File: src/rtl/iact_spad_loader_pkg.sv
// ----------------------------------------------------------------------------
// iact_pkg -- shared definitions for the input-activation scratchpad loader.
//
// Holds the word widths, the terminator zero-codes, the default scratchpad
// depths, the 1-bit stream FSM encoding and the terminator-rule selector
// used by iact_spad_stream.
// ----------------------------------------------------------------------------
package iact_pkg;

   localparam int ADDR_W         = 8;
   localparam int DATA_W         = 13;

   localparam int ADDR_DEPTH_DEF = 9;
   localparam int DATA_DEPTH_DEF = 16;

   localparam logic [ADDR_W-1:0] ADDR_ZERO = '0;
   localparam logic [DATA_W-1:0] DATA_ZERO = '0;

   // Stream FSM encoding, kept as plain constants for legacy compatibility.
   localparam logic [0:0] ST_LOAD = 1'b0;
   localparam logic [0:0] ST_DONE = 1'b1;

   // How a stream recognises its terminator word.
   typedef enum logic {
      TERM_ANY_ZERO       = 1'b0,  // every zero-code word terminates
      TERM_ZERO_NOT_FIRST = 1'b1   // a zero-code at slot 0 is a normal word
   } term_rule_e;

endpackage

File: src/rtl/iact_spad_loader_if.sv
// ----------------------------------------------------------------------------
// iact_spad_loader_if -- the two valid/ready streams from the cluster iact
// switch into one PE's iact scratchpad loader.
//
//   iact_address_in_{valid,ready,bits}  8-bit CSC address stream
//   iact_data_in_{valid,ready,bits}     13-bit CSC data stream
//
// master: switch side (drives valid/bits), slave: loader side (drives ready).
// ----------------------------------------------------------------------------
interface iact_spad_loader_if;
   import iact_pkg::*;

   logic              iact_address_in_valid;
   logic              iact_address_in_ready;
   logic [ADDR_W-1:0] iact_address_in_bits;

   logic              iact_data_in_valid;
   logic              iact_data_in_ready;
   logic [DATA_W-1:0] iact_data_in_bits;

   modport master (
      output iact_address_in_valid, iact_address_in_bits,
      input  iact_address_in_ready,
      output iact_data_in_valid, iact_data_in_bits,
      input  iact_data_in_ready
   );

   modport slave (
      input  iact_address_in_valid, iact_address_in_bits,
      output iact_address_in_ready,
      input  iact_data_in_valid, iact_data_in_bits,
      output iact_data_in_ready
   );

endinterface

File: src/rtl/iact_spad_stream.sv
// ----------------------------------------------------------------------------
// iact_spad_stream -- one stream of the iact scratchpad loader: LOAD/DONE FSM,
// write pointer, stored-word count and register-file scratchpad.
//
// Ports:
//   clk, rst_n   clock, asynchronous active-low reset
//   clear        synchronous re-arm; a transfer in the same cycle is dropped
//   in_valid/in_ready/in_bits   upstream valid/ready word
//   rd_idx/rd_bits              combinational scratchpad read
//   count        words stored, terminator excluded (DEPTH on overflow)
//   done         FSM is in DONE
//   ovf_hit      this cycle's transfer fills the last slot without a
//                terminator (the edge that ends the stream by overflow)
// ----------------------------------------------------------------------------
module iact_spad_stream
   import iact_pkg::*;
#(
   parameter int         W         = ADDR_W,
   parameter int         DEPTH     = ADDR_DEPTH_DEF,
   parameter logic [W-1:0] ZERO_CODE = '0,
   parameter term_rule_e TERM_RULE = TERM_ANY_ZERO,
   localparam int        PTR_W     = $clog2(DEPTH),
   localparam int        CNT_W     = $clog2(DEPTH + 1)
) (
   input  logic             clk,
   input  logic             rst_n,
   input  logic             clear,
   input  logic             in_valid,
   output logic             in_ready,
   input  logic [W-1:0]     in_bits,
   input  logic [PTR_W-1:0] rd_idx,
   output logic [W-1:0]     rd_bits,
   output logic [CNT_W-1:0] count,
   output logic             done,
   output logic             ovf_hit
);

   logic [0:0]       state;
   logic [PTR_W-1:0] wr_ptr;
   logic [W-1:0]     mem [DEPTH];

   logic xfer;
   logic is_term;
   logic last_slot;

   assign in_ready  = (state == ST_LOAD);
   assign done      = (state == ST_DONE);

   // A clear cycle wins over a simultaneous handshake.
   assign xfer      = in_valid && in_ready && !clear;
   assign is_term   = (in_bits == ZERO_CODE) &&
                      ((TERM_RULE == TERM_ANY_ZERO) || (wr_ptr != '0));
   assign last_slot = (wr_ptr == PTR_W'(DEPTH - 1));
   assign ovf_hit   = xfer && !is_term && last_slot;

   // NOTE: sequential state uses non-blocking assignments so every register
   // samples the pre-edge values, independent of block evaluation order.
   always_ff @(posedge clk or negedge rst_n) begin
      if (!rst_n) begin
         state  <= ST_LOAD;
         wr_ptr <= '0;
         count  <= '0;
      end else if (clear) begin
         state  <= ST_LOAD;
         wr_ptr <= '0;
         count  <= '0;
      end else if (xfer) begin
         wr_ptr <= wr_ptr + 1'b1;
         if (!is_term)
            count <= count + 1'b1;
         if (is_term || last_slot)
            state <= ST_DONE;
      end
   end

   // NOTE: the register file has no reset; contents are only meaningful up
   // to count, and leaving it out of reset keeps it a plain flop array.
   always_ff @(posedge clk) begin
      if (xfer)
         mem[wr_ptr] <= in_bits;
   end

   // Indices past the physical entries (non power-of-two depth) read as 0.
   generate
      if (DEPTH == (1 << PTR_W)) begin : g_rd_full
         assign rd_bits = mem[rd_idx];
      end else begin : g_rd_guard
         assign rd_bits = (rd_idx < PTR_W'(DEPTH)) ? mem[rd_idx] : '0;
      end
   endgenerate

endmodule

File: src/rtl/iact_spad_loader.sv
// ----------------------------------------------------------------------------
// iact_spad_loader -- per-PE input-activation scratchpad loader.
//
// Loads the CSC address and CSC data streams from the cluster iact switch
// into two independent scratchpads, detects each stream's terminator (or
// depth overflow) and raises load_done one cycle after both are complete.
//
// Ports:
//   clk, rst_n            clock, asynchronous active-low reset
//   load_clear            synchronous pulse: discard contents, re-arm streams
//   bus (slave)           address and data valid/ready streams
//   addr_rd_idx/bits      combinational address scratchpad read
//   data_rd_idx/bits      combinational data scratchpad read
//   addr_count/data_count words stored per stream, terminator excluded
//   load_done             registered: both streams terminated
//   spad_overflow         (only with IACT_SPAD_OVERFLOW_ERR_EN) sticky flag,
//                         set when either stream ends by filling its depth
//
// Optional feature macro: IACT_SPAD_OVERFLOW_ERR_EN
// ----------------------------------------------------------------------------
module iact_spad_loader
   import iact_pkg::*;
#(
   parameter int ADDR_DEPTH = ADDR_DEPTH_DEF,
   parameter int DATA_DEPTH = DATA_DEPTH_DEF
) (
   input  logic                              clk,
   input  logic                              rst_n,
   input  logic                              load_clear,
   iact_spad_loader_if.slave                 bus,
   input  logic [$clog2(ADDR_DEPTH)-1:0]     addr_rd_idx,
   output logic [ADDR_W-1:0]                 addr_rd_bits,
   input  logic [$clog2(DATA_DEPTH)-1:0]     data_rd_idx,
   output logic [DATA_W-1:0]                 data_rd_bits,
   output logic [$clog2(ADDR_DEPTH+1)-1:0]   addr_count,
   output logic [$clog2(DATA_DEPTH+1)-1:0]   data_count,
`ifdef IACT_SPAD_OVERFLOW_ERR_EN
   output logic                              spad_overflow,
`endif
   output logic                              load_done
);

   logic addr_done, data_done;
   logic addr_ovf,  data_ovf;

   // A zero address at slot 0 is a legal first column pointer.
   iact_spad_stream #(
      .W         (ADDR_W),
      .DEPTH     (ADDR_DEPTH),
      .ZERO_CODE (ADDR_ZERO),
      .TERM_RULE (TERM_ZERO_NOT_FIRST)
   ) u_addr (
      .clk      (clk),
      .rst_n    (rst_n),
      .clear    (load_clear),
      .in_valid (bus.iact_address_in_valid),
      .in_ready (bus.iact_address_in_ready),
      .in_bits  (bus.iact_address_in_bits),
      .rd_idx   (addr_rd_idx),
      .rd_bits  (addr_rd_bits),
      .count    (addr_count),
      .done     (addr_done),
      .ovf_hit  (addr_ovf)
   );

   iact_spad_stream #(
      .W         (DATA_W),
      .DEPTH     (DATA_DEPTH),
      .ZERO_CODE (DATA_ZERO),
      .TERM_RULE (TERM_ANY_ZERO)
   ) u_data (
      .clk      (clk),
      .rst_n    (rst_n),
      .clear    (load_clear),
      .in_valid (bus.iact_data_in_valid),
      .in_ready (bus.iact_data_in_ready),
      .in_bits  (bus.iact_data_in_bits),
      .rd_idx   (data_rd_idx),
      .rd_bits  (data_rd_bits),
      .count    (data_count),
      .done     (data_done),
      .ovf_hit  (data_ovf)
   );

   always_ff @(posedge clk or negedge rst_n) begin
      if (!rst_n)
         load_done <= 1'b0;
      else if (load_clear)
         load_done <= 1'b0;
      else
         load_done <= addr_done && data_done;
   end

`ifdef IACT_SPAD_OVERFLOW_ERR_EN
   always_ff @(posedge clk or negedge rst_n) begin
      if (!rst_n)
         spad_overflow <= 1'b0;
      else if (load_clear)
         spad_overflow <= 1'b0;
      else if (addr_ovf || data_ovf)
         spad_overflow <= 1'b1;
   end
`else
   // Overflow still ends the stream; without the flag it is visible only as
   // count == DEPTH.
   logic unused_ovf;
   assign unused_ovf = addr_ovf | data_ovf;
`endif

endmodule

File: src/flat_wrapper.sv
// flat-port wrapper written by rule: the top's interface ports become plain ports
module iact_spad_loader_flat import iact_pkg::*;
#(
   parameter int ADDR_DEPTH = ADDR_DEPTH_DEF,
   parameter int DATA_DEPTH = DATA_DEPTH_DEF
)
  (clk, rst_n, load_clear, addr_rd_idx, addr_rd_bits, data_rd_idx, data_rd_bits, addr_count, data_count, load_done, bus_iact_address_in_valid, bus_iact_address_in_bits, bus_iact_address_in_ready, bus_iact_data_in_valid, bus_iact_data_in_bits, bus_iact_data_in_ready);
  iact_spad_loader_if bus_i ();
  input  logic clk;
  input  logic rst_n;
  input  logic load_clear;
  input  logic [$clog2(ADDR_DEPTH)-1:0] addr_rd_idx;
  output logic [ADDR_W-1:0] addr_rd_bits;
  input  logic [$clog2(DATA_DEPTH)-1:0] data_rd_idx;
  output logic [DATA_W-1:0] data_rd_bits;
  output logic [$clog2(ADDR_DEPTH+1)-1:0] addr_count;
  output logic [$clog2(DATA_DEPTH+1)-1:0] data_count;
  output logic load_done;
  input wire logic [$bits(bus_i.iact_address_in_valid)-1:0] bus_iact_address_in_valid;
  input wire logic [$bits(bus_i.iact_address_in_bits)-1:0] bus_iact_address_in_bits;
  output wire logic [$bits(bus_i.iact_address_in_ready)-1:0] bus_iact_address_in_ready;
  input wire logic [$bits(bus_i.iact_data_in_valid)-1:0] bus_iact_data_in_valid;
  input wire logic [$bits(bus_i.iact_data_in_bits)-1:0] bus_iact_data_in_bits;
  output wire logic [$bits(bus_i.iact_data_in_ready)-1:0] bus_iact_data_in_ready;
  assign bus_i.iact_address_in_valid = bus_iact_address_in_valid;
  assign bus_i.iact_address_in_bits = bus_iact_address_in_bits;
  assign bus_iact_address_in_ready = bus_i.iact_address_in_ready;
  assign bus_i.iact_data_in_valid = bus_iact_data_in_valid;
  assign bus_i.iact_data_in_bits = bus_iact_data_in_bits;
  assign bus_iact_data_in_ready = bus_i.iact_data_in_ready;
  iact_spad_loader #(.ADDR_DEPTH(ADDR_DEPTH), .DATA_DEPTH(DATA_DEPTH)) u_core (.clk(clk), .rst_n(rst_n), .load_clear(load_clear), .bus(bus_i), .addr_rd_idx(addr_rd_idx), .addr_rd_bits(addr_rd_bits), .data_rd_idx(data_rd_idx), .data_rd_bits(data_rd_bits), .addr_count(addr_count), .data_count(data_count), .load_done(load_done));
endmodule
File: config.mk
export PLATFORM = sky130hd
export DESIGN_NAME = iact_spad_loader_flat
export DESIGN_NICKNAME = d
export VERILOG_FILES = /design/src/rtl/iact_spad_loader_pkg.sv /design/src/rtl/iact_spad_loader_if.sv /design/src/rtl/iact_spad_stream.sv /design/src/rtl/iact_spad_loader.sv /design/src/flat_wrapper.sv
export SDC_FILE = /design/constraint.sdc
export NUM_CORES = 1
export LEC_CHECK = 0
export CORE_MARGIN = 1
export CORE_UTILIZATION = 39
export DETAILED_ROUTE_END_ITERATION = 16
export GPL_TIMING_DRIVEN = 0
export PLACE_DENSITY = 0.61
export SYNTH_ARGS = -nofsm -noshare
export SYNTH_HDL_FRONTEND = slang
export SYNTH_SLANG_ARGS = --single-unit
File: constraint.sdc
create_clock -name clk -period 6.7 [get_ports clk]
set_clock_uncertainty 0.1 [all_clocks]
set_input_delay 1.34 -clock clk [delete_from_list [all_inputs] [get_ports clk]]
set_output_delay 1.34 -clock clk [all_outputs]
set_load 0.05 [all_outputs]
# Word-level counts from Yosys, hierarchy flattened
# Memory sizes are Yosys's and may differ from the RTL's.
# Index checks and enable logic that the tools add are counted.
# word_totals
mem_count	2
out_inout_bits	33
mem_bits_rw	280
elab_cells	62
rom_bits	0
latchBits	0
reg_bits	20
# op_classes
mux	22
div	0
addsub	4
bitwise	2
shift	0
n_eq_ne	4
reduce_logical	20
multipliers	0
n_lt_le_gt_ge	1
# mem_list
name	words	width	rd	rd_ports_with_merged_regs	write_ports	line_no	text
u_core.u_data.mem	16	13	1	0	1	iact_spad_stream.sv:40	logic [W-1:0] mem [DEPTH];
u_core.u_addr.mem	9	8	1	0	1	iact_spad_stream.sv:40	
# ops
cell	n
$mux W4	7
$mux W5	3
$logic_not A13 Y1	1
$add A4 B1 Y4 const B	3
$mux W1	11
$eq A4 B4 Y1 const B	2
$logic_not A8 Y1	1
$mux W8	1
$reduce_and A2 Y1	4
$reduce_bool A2 Y1	4
$logic_and A1 B1 Y1	6
$add A5 B1 Y5 const B	1
$lt A4 B4 Y1 const B	1
$ne A2 B2 Y1 const B	2
$reduce_bool A4 Y1	1
$logic_or A1 B1 Y1	2
$not A1 Y1	2
$logic_not A1 Y1	1

# Logic depth before layout (Yosys ltp)
# depth
word_depth	6
ltp_mapped	6

# Hierarchy
# From an unflattened synthesis, not the netlist that was laid out.
# hier_totals
cells_unflattened	602
hier_area_um2	11976.5
# modules_own_cells
mod	area_per_inst_um2	cells_each	seq_area_each_um2	instances
iact_spad_stream (u_core.u_data)	8602.0	409	6496.2	1
iact_spad_stream (u_core.u_addr)	3340.7	191	2387.3	1
iact_spad_loader	33.8	2	25.0	1

# Worst setup path after synthesis
# OpenSTA, ideal clock, no wires.
# synth_path
path_type	input -> output
from	input addr_rd_idx[0]
to	output addr_rd_bits[3]
arrival_ps	3259
required_time_ps	5260
stages	5
slack_ps	2001
path_cell_list	buf_2 > buf_4 > mux4_2 > nor2_1 > o31ai_1
# synth_via
elab_chain_cells	2
elab_cells_between_ends	3
# synth_rtl
item	line_no	text
from (decl)	flat_wrapper.sv:12	input logic [$clog2(ADDR_DEPTH)-1:0] addr_rd_idx;
$mem_v2 Z9 W8 / $lt A4 B4 Y1 (equally long branches)	n/a	
$mux W8 (*)	iact_spad_stream.sv:88	assign rd_bits = (rd_idx < PTR_W'(DEPTH)) ? mem[rd_idx] : '0;
to (decl)	flat_wrapper.sv:13	output logic [ADDR_W-1:0] addr_rd_bits;
# Mark *: on every way between the ends. The rest lies on a longest branch, timed or not.

# Final worst setup path
# layout_path
from	input data_rd_idx[3]
to	output data_rd_bits[2]
# layout_via
elab_chain_cells	1
# layout_rtl
item	line_no	text
from (decl)	flat_wrapper.sv:14	input logic [$clog2(DATA_DEPTH)-1:0] data_rd_idx;
$mem_v2 Z16 W13	n/a	
to (decl)	flat_wrapper.sv:15	output logic [DATA_W-1:0] data_rd_bits;
# Every way passes these cells.

==> out/qor.txt <==
net switching power = 0.862 mW
number of global-route vias before repair = 6337
final period demand of the worst path = 5.48 ns
Yosys top cell by area = edfxtp_1
switch share = 21.6%
synth unique cells = 43
row count = 63
largest cells by area after synthesis = edfxtp_1, mux4_2, dfrtp_1, a22oi_1, nor2_1
RSZ-0062 raised after global routing = no
CTS buffer count = 31
cell area power density = 286 nW/µm²
end of the worst register-to-register path = u_core.u_data.mem[3][6]
Multi-input gate area = 2780 µm²
kind of path behind the tightest hold check = register to register
netlist area before placement = 11800 µm²
number of max-slew violations in the final report = 0
number of synthesis warnings = 0
vertical extent of the die = 176 µm
most frequent standard cell in the layout excluding fill and tap cells = edfxtp_1
H-Tree Level Count = 1
share of the clock period used by the worst path = 81.8%
maximum clock rate = 182 MHz
initial antenna violation count = 0
Area Overhead vs Synth = 18.1%
startpoint of the lowest-slack register-to-register path = u_core.u_data.done
cell at the root of the clock tree = clkbuf_16
area share of the largest cell type after synthesis = 71.2%
via/cell ratio = 5.29
first element of the critical path = data_rd_idx[3]
number of hold violations in the final report = 0
Static Leak = 4.49 nW
Port-buffer cells = 62
number of buffers inserted to repair setup after CTS = 0
largest fanout on the critical path = 10
Synth Register Bits = 300
Setup Viol. Count Final = 0
Residual DRC = 0
CTS tree = built
fraction of final layout cells sized beyond drive strength 1 = 20.4%
worst path arrival time = 4.04 ns
number of max-cap violations = 0
CP endpoint = data_rd_bits[2]
number of buffers inserted by hold repair at cts = 0
first-pass GRT wire length = 37.4 mm
worst slew margin relative to its limit = 13.3%
TritonRoute pass-1 iters = 5
Clock Sink Count = 300
pin count of the biggest net entering global routing = 21
total overflow reported by the global router = 0
cell count after synthesis = 606
die width = 176 µm
Clock transition at path regs = 0.06 ns
actual slew at the worst max-slew pin = 1.29 ns
status = complete, no violations
path type of the worst setup path = input pin to output pin
total vias in the final route = 5920
area used by sequential logic in the layout = 8910 µm²
sequential cell area fraction in the yosys report = 75.5%
required time worst endpoint = 5.26 ns
initial core utilization = 39.7%
proportion of power drawn by the clock network = 40.7%
core outline area = 29700 µm²
antenna viol nets, final = 0
Gates resized, CTS repair = 0
number of nets in the final layout = 748
detailed-route wire length per cell = 21.8 µm
clock insertion delay at the later pin of the skew report = 0.55 ns
worst IR drop on VDD = 0.211 mV
Register-to-Register Setup Slack = 4.18 ns
portion of total power attributed to combinational logic = 7.1%
Finished Core Util = 46.9%
final wirelength = 24.4 mm
mean area per synthesized cell = 19.5 µm²
Setup crit start kind = input pin
antenna fix cells = 0
global router's overall resource usage = 16.2%
highest-count cells in the layout ignoring fill and taps = edfxtp_1, clkdlybuf4s50_1, mux4_2, nand2_1, nor2_1
nets in the synthesized netlist = 650
number of cells traversed by the worst register-to-register path = 4
number of I/O pins = 67
full die area = 31000 µm²
endpoint type of the worst setup path = output pin
internal power = 3.12 mW
HPWL after DPL = 15.6 mm
buffers from clock root to sink, at most = 3
final-layout setup total negative slack = 0 ns
filler instances = 2467
detailed router's first-iteration violation count = 503
routability congestion estimate from global placement = 0.767
portion of total power attributed to sequential cells = 52.2%
power by group through the flow:
stage / Combinational [mW] / Sequential, mW / Clock [mW]
5_1_grt: 0.303 / 2.08 / 1.72
6_report: 0.283 / 2.08 / 1.62
3_5_place_dp: 0.285 / 2.12 / 0
2_1_floorplan: 0.160 / 2.12 / 0
3_3_place_gp: 0.277 / 2.12 / 0
4_1_cts: 0.286 / 2.08 / 1.65
registers in the layout (all words and copies together), names as in the netlist:
signal and count:
u_core.load_done 1, u_core.u_addr.wr_ptr 4, u_core.u_data.wr_ptr 4, u_core.u_data.count 5, u_core.u_data.mem 208, u_core.u_data.done 1, u_core.u_addr.mem 72, u_core.u_addr.count 4
u_core.u_addr.done 1
stage by stage:
| stage | hold WS [ns] | area, µm² | setup WS, ns | total power, mW | cells |
|---|---|---|---|---|---|
| 2_1_floorplan | 0.430 | 11800 | 2.00 | 2.28 | 606 |
| 3_3_place_gp | 0.439 | 12900 | 1.26 | 2.39 | 1058 |
| 3_5_place_dp | 0.457 | 12900 | 1.26 | 2.40 | 1059 |
| 4_1_cts | 0.472 | 13900 | 1.25 | 4.02 | 1117 |
| 5_1_grt | 0.514 | 13900 | 1.13 | 4.10 | 1119 |
| 6_report | 0.468 | 13900 | 1.22 | 3.98 | 1119 |
layout make-up:
type,instances,area share [%]
timing repair buffer,65,4.62
multi-input combinational,270,19.9
clock buffer,43,6.03
clock inverter,15,0.880
tap,390,3.50
sequential,300,63.9
buffer,28,0.871
inverter,8,0.216
kinds of logic after synthesis:
kind of cell    after synthesis  synth area share (%)
flops                       300                  75.5
simple gates                117                  4.78
mux                          80                  13.4
compound gates               56                  3.46
buf+inv                      36                  1.28
fa+ha+maj                    10                  1.06
xor+xnor                      7                 0.519
metal layers:
metal  track usage (%)  vias to the layer above  share of wire, %
met3              2.41                       34               4.3
met5                 0                        -                 0
li1                  -                     2644                 -
met1              21.7                     3070                43
met4              4.49                        0               2.1
met2              27.5                      172                51
worst min path at each step:
stage,slack [ns],start,cells after the start,endpoint
floorplan,0.43,u_core.u_data.done,2,u_core.u_data.done
global placement,0.44,u_core.u_addr.count[3],3,u_core.u_addr.count[3]
detailed placement,0.46,u_core.u_addr.count[3],3,u_core.u_addr.count[3]
CTS,0.47,u_core.u_addr.count[3],3,u_core.u_addr.count[3]
global route,0.51,u_core.u_data.done,2,u_core.load_done
finish,0.47,u_core.u_addr.count[3],3,u_core.u_addr.count[3]
cells in the mapped netlist, drive strengths merged:
| cell type | instances |
|---|---|
| and3 | 5 |
| o22ai | 8 |
| a21oi | 7 |
| nor4 | 4 |
| nor2 | 45 |
| o31ai | 7 |
| nor4b | 2 |
| and4 | 1 |
| xnor2 | 3 |
| mux2i | 3 |
| or3 | 3 |
| nand3 | 1 |
| nor2b | 7 |
| edfxtp | 280 |
| buf | 13 |
| ha | 10 |
| o21ai | 3 |
| a311oi | 1 |
| a41oi | 1 |
| nor3 | 4 |
| or3b | 2 |
| dfrtp | 20 |
| o21bai | 1 |
| a22oi | 26 |
| inv | 8 |
| nand4 | 3 |
| clkbuf | 15 |
| nand2b | 3 |
| xor2 | 4 |
| a21o | 1 |
| nand3b | 2 |
| and2 | 1 |
| nand2 | 34 |
| mux4 | 61 |
| mux2 | 16 |
| a21bo | 1 |
critical path: stages:
cell	delay, ns
clkdlybuf4s50_1	0.56
nor2b_1	0.30
clkbuf_1	0.56
a22oi_1	0.28
nand2_1	0.18
clkdlybuf4s50_1	0.82
No activity file was read; power rests on OpenSTA's default activity.
